<file path="src/rtl/dispatch_route_lookup.sv">
// Route-table responder: linear scan of {valid, key, mask} entries for a lookup key.
// Optional DISPATCH_ROUTE_DEFAULT_EN adds default_mask and answers misses with it.
module dispatch_route_lookup #(
  parameter int unsigned DEPTH = 16,
  parameter int unsigned IDX_W = 4
) (
  input  logic             clk_sys,
  input  logic             rst_sys,
  input  logic             rd_yuv_start,
  input  logic [31:0]      rd_yuv_addr,
  output logic             rd_yuv_data_vld,
  output logic [7:0]       rd_yuv_data,
  input  logic             cfg_wr_en,
  input  logic [IDX_W-1:0] cfg_wr_idx,
  input  logic             cfg_wr_valid,
  input  logic [31:0]      cfg_wr_key,
  input  logic [7:0]       cfg_wr_mask,
`ifdef DISPATCH_ROUTE_DEFAULT_EN
  input  logic [7:0]       default_mask,
`endif
  output logic             lookup_busy,
  output logic             lookup_drop,
  output logic [15:0]      hit_cnt,
  output logic [15:0]      miss_cnt
);

  typedef enum logic [1:0] {StIdle, StScan, StResp} state_e;

  localparam logic [IDX_W:0] LastIdx  = (IDX_W+1)'(DEPTH - 1);
  localparam logic [IDX_W:0] DepthIdx = (IDX_W+1)'(DEPTH);
  localparam logic [IDX_W:0] IdxOne   = (IDX_W+1)'(1);

`ifdef DISPATCH_ROUTE_DEFAULT_EN
  localparam logic DefaultEn = 1'b1;
  logic [7:0] dflt_mask;
  assign dflt_mask = default_mask;
`else
  localparam logic DefaultEn = 1'b0;
  logic [7:0] dflt_mask;
  assign dflt_mask = 8'h00;
`endif

  state_e           state_q, state_d;
  logic [IDX_W:0]   idx_q, idx_d;
  logic [31:0]      key_q, key_d;
  logic [7:0]       mask_q, mask_d;
  logic             hit_q, hit_d;
  logic [15:0]      hit_cnt_q, miss_cnt_q;
  logic             hit_inc, miss_inc;

  logic [DEPTH-1:0] ent_valid_q;
  logic [31:0]      ent_key_q  [DEPTH];
  logic [7:0]       ent_mask_q [DEPTH];

  logic [IDX_W-1:0] cur_idx;
  logic             cur_match;
  logic             wr_ok;

  assign cur_idx   = idx_q[IDX_W-1:0];
  assign cur_match = (idx_q < DepthIdx) && ent_valid_q[cur_idx] && (ent_key_q[cur_idx] == key_q);
  assign wr_ok     = cfg_wr_en && ({1'b0, cfg_wr_idx} < DepthIdx);

  always_comb begin
    state_d         = state_q;
    idx_d           = idx_q;
    key_d           = key_q;
    mask_d          = mask_q;
    hit_d           = hit_q;
    hit_inc         = 1'b0;
    miss_inc        = 1'b0;
    rd_yuv_data_vld = 1'b0;
    rd_yuv_data     = 8'h00;
    lookup_drop     = 1'b0;
    unique case (state_q)
      StIdle: begin
        if (rd_yuv_start) begin
          key_d   = rd_yuv_addr;
          idx_d   = '0;
          state_d = StScan;
        end
      end
      StScan: begin
        lookup_drop = rd_yuv_start;
        if (cur_match) begin
          mask_d  = ent_mask_q[cur_idx];
          hit_d   = 1'b1;
          state_d = StResp;
        end else if (DefaultEn && (idx_q == DepthIdx)) begin
          // One extra slot past the table acts as the default entry.
          mask_d  = dflt_mask;
          hit_d   = 1'b0;
          state_d = StResp;
        end else if (idx_q == LastIdx) begin
          miss_inc = 1'b1;
          if (DefaultEn) idx_d = idx_q + IdxOne;
          else           state_d = StIdle;
        end else begin
          idx_d = idx_q + IdxOne;
        end
      end
      StResp: begin
        rd_yuv_data_vld = 1'b1;
        rd_yuv_data     = mask_q;
        lookup_drop     = rd_yuv_start;
        hit_inc         = hit_q;
        state_d         = StIdle;
      end
      default: state_d = StIdle;
    endcase
  end

  assign lookup_busy = (state_q != StIdle);
  assign hit_cnt     = hit_cnt_q;
  assign miss_cnt    = miss_cnt_q;

  always_ff @(posedge clk_sys) begin
    if (rst_sys) begin
      state_q    <= StIdle;
      idx_q      <= '0;
      key_q      <= '0;
      mask_q     <= '0;
      hit_q      <= 1'b0;
      hit_cnt_q  <= '0;
      miss_cnt_q <= '0;
    end else begin
      state_q <= state_d;
      idx_q   <= idx_d;
      key_q   <= key_d;
      mask_q  <= mask_d;
      hit_q   <= hit_d;
      if (hit_inc && (hit_cnt_q != 16'hFFFF))   hit_cnt_q  <= hit_cnt_q + 16'd1;
      if (miss_inc && (miss_cnt_q != 16'hFFFF)) miss_cnt_q <= miss_cnt_q + 16'd1;
    end
  end

  always_ff @(posedge clk_sys) begin
    if (rst_sys) begin
      ent_valid_q <= '0;
    end else if (wr_ok) begin
      ent_valid_q[cfg_wr_idx] <= cfg_wr_valid;
    end
  end

  // Key and mask storage needs no reset; valid gates their use.
  always_ff @(posedge clk_sys) begin
    if (wr_ok) begin
      ent_key_q[cfg_wr_idx]  <= cfg_wr_key;
      ent_mask_q[cfg_wr_idx] <= cfg_wr_mask;
    end
  end

endmodule
</file>
<file path="config.mk">
export PLATFORM = sky130hd
export DESIGN_NAME = dispatch_route_lookup
export DESIGN_NICKNAME = d
export VERILOG_FILES = /design/src/rtl/dispatch_route_lookup.sv
export SDC_FILE = /design/constraint.sdc
export NUM_CORES = 1
export LEC_CHECK = 0
export CAP_MARGIN = 25
export CORE_ASPECT_RATIO = 1.5
export CORE_UTILIZATION = 60
export DETAILED_ROUTE_END_ITERATION = 8
export PLACE_DENSITY = 0.79
export SETUP_SLACK_MARGIN = 0.05
export SYNTH_ARGS = -nofsm -noshare
export SYNTH_HDL_FRONTEND = slang
export SYNTH_SLANG_ARGS = --single-unit
</file>
<file path="constraint.sdc">
create_clock -name clk_sys -period 7 [get_ports clk_sys]
set_input_delay 1.4 -clock clk_sys [delete_from_list [all_inputs] [get_ports clk_sys]]
set_output_delay 1.4 -clock clk_sys [all_outputs]
set_load 0.03 [all_outputs]
</file>
==> qor.txt <==
=================================================================================
Sink Count                                                                    740
Deepest level of the CTS H-tree                                                 3
Leakage                                                                  10.41 nW
Clock transition at the registers of the reported paths                     70 ps
Largest net degree at the start of global routing                             103
Die height                                                               273.9 um
Post-synthesis to final-layout area growth                                 13.95%
Classification of the worst-slack hold path                          flip-flop to flip-flop
Sum of buffers and inverters on the critical path                               2
Final setup skew                                                         27.79 ps
Number of standard-cell rows in the floorplan                                  99
Period Utilization, post-route                                             72.23%
Cell class contributing the biggest share of worst-path delay        multiplexers
Cell area power density                                              268.7 nW/um^2
Largest voltage drop on the vdd net                                   0.0001913 V
Fill cell instance count of the final layout                                 2897
Req. time, crit path                                                      7480 ps
Run status                                                           finished, final reports clean
Total number of vias                                                        16410
Number of buffers added for setup after CTS                                     0
Crit Path Category                                                   flip-flop to flip-flop
Overall overflow remaining after global route                                   0
Most area-consuming cells after synthesis                            edfxtp_1 65%, mux4_2 11%, dfxtp_1 6.8%
Post-layout nets                                                             1882
Number of maximum-capacitance constraint violations                             0
GRT Total Usage                                                            29.18%
Count of flip-flops with a built-in enable after synthesis                    640
Count of distinct cell types in the synthesized netlist                        69
Data arrival time at the worst-slack endpoint                             5540 ps
Global-route wire length before repair                                  105100 um
Die outline width                                                        183.3 um
F_max                                                                   197.8 MHz
Slew headroom                                                              28.44%
Syn Inst Count                                                               1660
Core utilization of the finished layout                                    69.22%
Routed wire length per instance                                          28.45 um
Mean number of vias per cell                                                6.549
Gpl congestion                                                             0.8201
Worst setup margin                                                        1944 ps
Maximum cell stage delay along the critical path                           770 ps
Library cell with the highest instance count after synthesis             edfxtp_1
Hold path start                                                         key_q[17]
Minimum clock period                                                      5056 ps
Number of buffers added to fix hold violations after cts                        0
Type of origin of the critical path                                     flip-flop
Pre-CTS setup slack                                                       2031 ps
Router iterations before antenna repair                                         6
Count of buffers from port buffering                                          123
Mapped Nets                                                                  1748
WHS                                                                      474.3 ps
Vias in the first global route                                              16730
Mean instance size in the synthesized netlist                          17.81 um^2
Skew-Pair Late Insertion Delay                                             620 ps
Syn Std Cell Area                                                      29570 um^2
Detailed-route wire length                                               71300 um
Slowest cell on the critical path                                         dfxtp_4
Effective utilization at floorplan                                         60.74%
Number of warnings issued by yosys                                              0
Number of synthesized register bits                                           740
DRC violation total after the first TritonRoute iteration                    1934
Dpl hpwl                                                                 39730 um
Sum of negative setup slack                                                  0 ps
CTS tree                                                                      yes
Bufs on Longest Clock Path                                                      3
Critical path fanouts, max                                                     47
Total CTS buffers                                                              67
Setup repair after global routing missed its margin                         false
Most used DFF post-synth                                                 edfxtp_1
Die area                                                               50200 um^2
Io pins                                                                       124
CP cell instances                                                    buf_4, mux4_2, mux2i_1, mux2i_1, nand3b_1, a211o_1, or4_1, o31ai_4, buf_4, nor4_1, mux2_1
Resized cells post-CTS                                                          0
Clock root buffer                                                       clkbuf_16
Post-route ant nets                                                             0
Final count of hold timing violations                                           0
Final setup violation count                                                     0
Fraction of synthesis flops using an asynchronous set or reset pin             0%
Worst Tran Pin Value                                                      1071 ps
Synth top cells by count                                             640 x edfxtp_1, 142 x mux4_2, 106 x nand2_1
Slew Limit Fails                                                                0
Top-area cell type share of the netlist area                               64.99%
Sequential area share after synthesis                                      71.76%
Core area                                                              48680 um^2
Post-synth top area cell                                                 edfxtp_1
Crit path capture type                                                  flip-flop
Antenna violations before repair                                                2
Overall power after layout                                             0.009053 W
Share of post-route cells with drive strength above 1                      17.21%
DRC violation count after routing                                               0
=================================================================================
metrics by stage:
stage / cell area (um^2) / cells
finish: 33690 / 2506
global route: 33690 / 2506
CTS: 33690 / 2504
detailed placement: 31490 / 2381
global placement: 31470 / 2380
floorplan: 29570 / 1660
final timing paths:
kind	to	slack, ps	cells after the start
worst max-delay path	miss_cnt[8]	1940	11
worst min register to register	key_q[17]	470	2
worst max register to register	miss_cnt[8]	1940	11
worst min-delay path	key_q[17]	470	2
layout by cell type (no fill, tap or decap), types with 7 or more instances in the layout:
cell / n
edfxtp_1: 640
mux4_2: 142
clkdlybuf4s50_1: 122
nand2_1: 106
dfxtp_1: 95
mux2i_1: 89
clkbuf_16: 67
a21oi_1: 63
nor2_1: 57
buf_4: 32
xor2_1: 29
nand3_1: 28
o21ai_0: 26
xnor2_1: 17
a22oi_1: 17
and2_1: 14
nand4_1: 14
nor2b_1: 14
a22o_1: 14
clkbuf_1: 14
nor2_4: 13
inv_1: 12
clkinv_2: 12
mux2_2: 11
or4_1: 10
clkinv_1: 10
or3_1: 9
nand2b_1: 8
and4_1: 8
a211o_1: 8
and3_1: 7
o31ai_1: 7
ha_1: 7
bufinv_16: 7
registers in the layout (all words and copies together), names as in the netlist, named ones only:
signal,count
ent_valid_q,16
ent_mask_q,128
state_q,2
hit_cnt,16
hit_q,1
miss_cnt,16
idx_q,5
mask_q,8
key_q,32
ent_key_q,512
worst register-to-register path: stages, from the launching register on:
cell and delay [ps]:
dfxtp_4 770, buf_4 640, mux4_2 640, mux2i_1 190
mux2i_1 210, nand3b_1 110, a211o_1 280, or4_1 650
o31ai_4 640, buf_4 390, nor4_1 90, mux2_1 330
layout make-up:
cell class,instances,area (um^2),share of cell area (%)
Timing Repair Buffer,156,1501,4.456
Antenna cell,2,5.005,0.01485
Inverter,12,45.04,0.1337
Clock inverter,41,459.2,1.363
Clock buffer,82,1743,5.173
Tap cell,656,820.8,2.436
Sequential cell,740,21240,63.03
Multi-Input combinational cell,817,7884,23.40
logic make-up (layout without fill, tap and decap cells):
| group | count (synthesis) | after routing | synth area share (%) |
|---|---|---|---|
| flops | 740 | 740 | 71.76 |
| simple gates | 331 | 331 | 5.754 |
| mux | 249 | 249 | 14.67 |
| compound gates | 184 | 184 | 4.219 |
| buf+inv | 103 | 291 | 1.942 |
| xor+xnor | 46 | 46 | 1.362 |
| fa+ha+maj | 7 | 7 | 0.2962 |
| other cells | 0 | 2 | 0 |
power by group:
part	leakage (nW)	internal [W]	switching (W)	total, W
Combinational	2.75	0.000166	0.000262	0.000428
Clock	1.06	0.00207	0.00163	0.00370
Sequential	6.60	0.00488	0.0000479	0.00493
metal layers:
layer	global-route usage (%)	vias up	wire length, um
met5	0	-	0
met1	36.79	8379	25280
met3	4.476	203	6120
met2	50.29	929	37080
li1	-	6902	-
met4	12.89	0	2817
Power figures use the tool's default switching activity.
==> edit: new RTL, same flow settings <==
`IDX_W`: 4 -> 5.
--- a/src/rtl/dispatch_route_lookup.sv
+++ b/src/rtl/dispatch_route_lookup.sv
@@ -2,7 +2,7 @@
 // Optional DISPATCH_ROUTE_DEFAULT_EN adds default_mask and answers misses with it.
 module dispatch_route_lookup #(
   parameter int unsigned DEPTH = 16,
-  parameter int unsigned IDX_W = 4
+  parameter int unsigned IDX_W = 5
 ) (
   input  logic             clk_sys,
   input  logic             rst_sys,
Interface: changed (resized cfg_wr_idx); port bits go from 124 to 125. No check against the original RTL was run, so the function may have changed too.
==> edit against the original RTL <==
Setup slack better by 160 ps; clock skew up 3.3 ps; clock power about the same; sequential cell count up 1; final area up 0.86%; area after synthesis up 0.25%; total power down 0.71%; wire length up 1.1%; cell count up 1.4%.
==> edit: results (changes against the original RTL) <==
* Reg power frac at 54.5% (about the same)
* # port buffers at 124 (+0.81%)
* Worst skew pair latency at 600 ps (-20 ps)
* Routing usage on met2 at 50.37% (+0.079 points)
* Hold_ws at 477.6 ps (+3.282 ps)
* Nets@finish at 1919 (+2.0%)
* Count of multi-input gates at 842 (+3.1%)
* Proportion of synthesized chip area in sequential cells at 71.65% (-0.11 points)
* Final Skew at 31.14 ps (+3.346 ps)
* Signal buffers at 163 (+4.5%)
* Worst R2R Setup Slack at 2110 ps (+160 ps)
* # diodes at 1 (-1)
* VDD IR max at 0.0002298 V (+20%)
* Seq area share at 62.54% (-0.48 points)
* Worst-Margin Slew at 1076 ps (+5.154 ps)
* Clock buf count at 88 (+7.3%)
* Commonest cells post-synth: edfxtp_1, mux4_2, nand2_1, dfxtp_1, mux2i_1
* Routing usage on met3 at 4.184% (-0.29 points)
* Slowest stage delay, CP at 890 ps (+120 ps)
* Final HPWL DP at 41900 um (+5.5%)
* Flops & latches, synth at 741 (+0.14%)
* Switch Pwr at 1.869 mW (-3.8%)
* Power Combinational at 393 uW (-8.2%)
* Vias at 16.66k (+1.5%)
* Final WL at 72110 um (+1.1%)
* Drt pass-1 iters at 5 (-1)
* Synth top area cells: edfxtp_1, mux4_2, dfxtp_1, mux2i_1, nand2_1
* Worst R2R Path Depth at 10 (-1)
* Status: completed
* Clk cell area share at 6.535% (about the same)
* Non-clock buffer share at 4.749% (+0.29 points)
* Top delay family on crit path: simple AND/OR/NAND/NOR gates
* Multi-input gate area at 8011 sq um (+1.6%)
* DRT iter0 DRCs at 1736 (-10%)
* Number of non-clock inverters at 16 (+4)
* Synth cell types at 71 (+2.9%)
* Design Area, Final at 33980 sq um (+0.86%)
* Mapped Nets at 1778 (+1.7%)
* Share of post-route cells with drive strength above 1 at 17.73% (+0.52 points)
* Routability cong. at 0.9061 (+10%)
* Gr usage total at 29.41% (+0.23 points)
* Antenna violations before repair at 4 (+2)
edit: cell types whose count changed in the layout (fill, tap and decap cells not counted), moves of 6 or more:
cell      before  now
xnor2_1       17   32
mux4_2       142  150
nand2_1      106  127
a21oi_1       63   71
a22o_1        14    3
and4_1         8    1
clkinv_1      10    4
nor2_1        57   51
a211o_1        8    1
o211ai_1       3    9
o21ai_0       26   38
edit: worst max-delay path by stage:
stage	start	to	slack, ps	cells after the start
finish	flop	mask_q[0]	2110	10
global route	flop	mask_q[0]	1950	10
CTS	flop	mask_q[0]	2100	10
detailed placement	flop	mask_q[0]	2210	10
global placement	flop	mask_q[6]	2330	10
floorplan	cfg_wr_idx[4]	ent_valid_q[0]	1620	6
edit: cell families after synthesis:
group	count (synthesis)	synth area share, %
XOR/XNOR	60	1.773
flip-flops	741	71.65
adder cells (fa/ha/maj)	6	0.2532
buffers and inverters	107	1.701
AO/OA/AOI/OAI	186	3.993
multiplexers	258	15.21
AND/OR/NAND/NOR	332	5.427
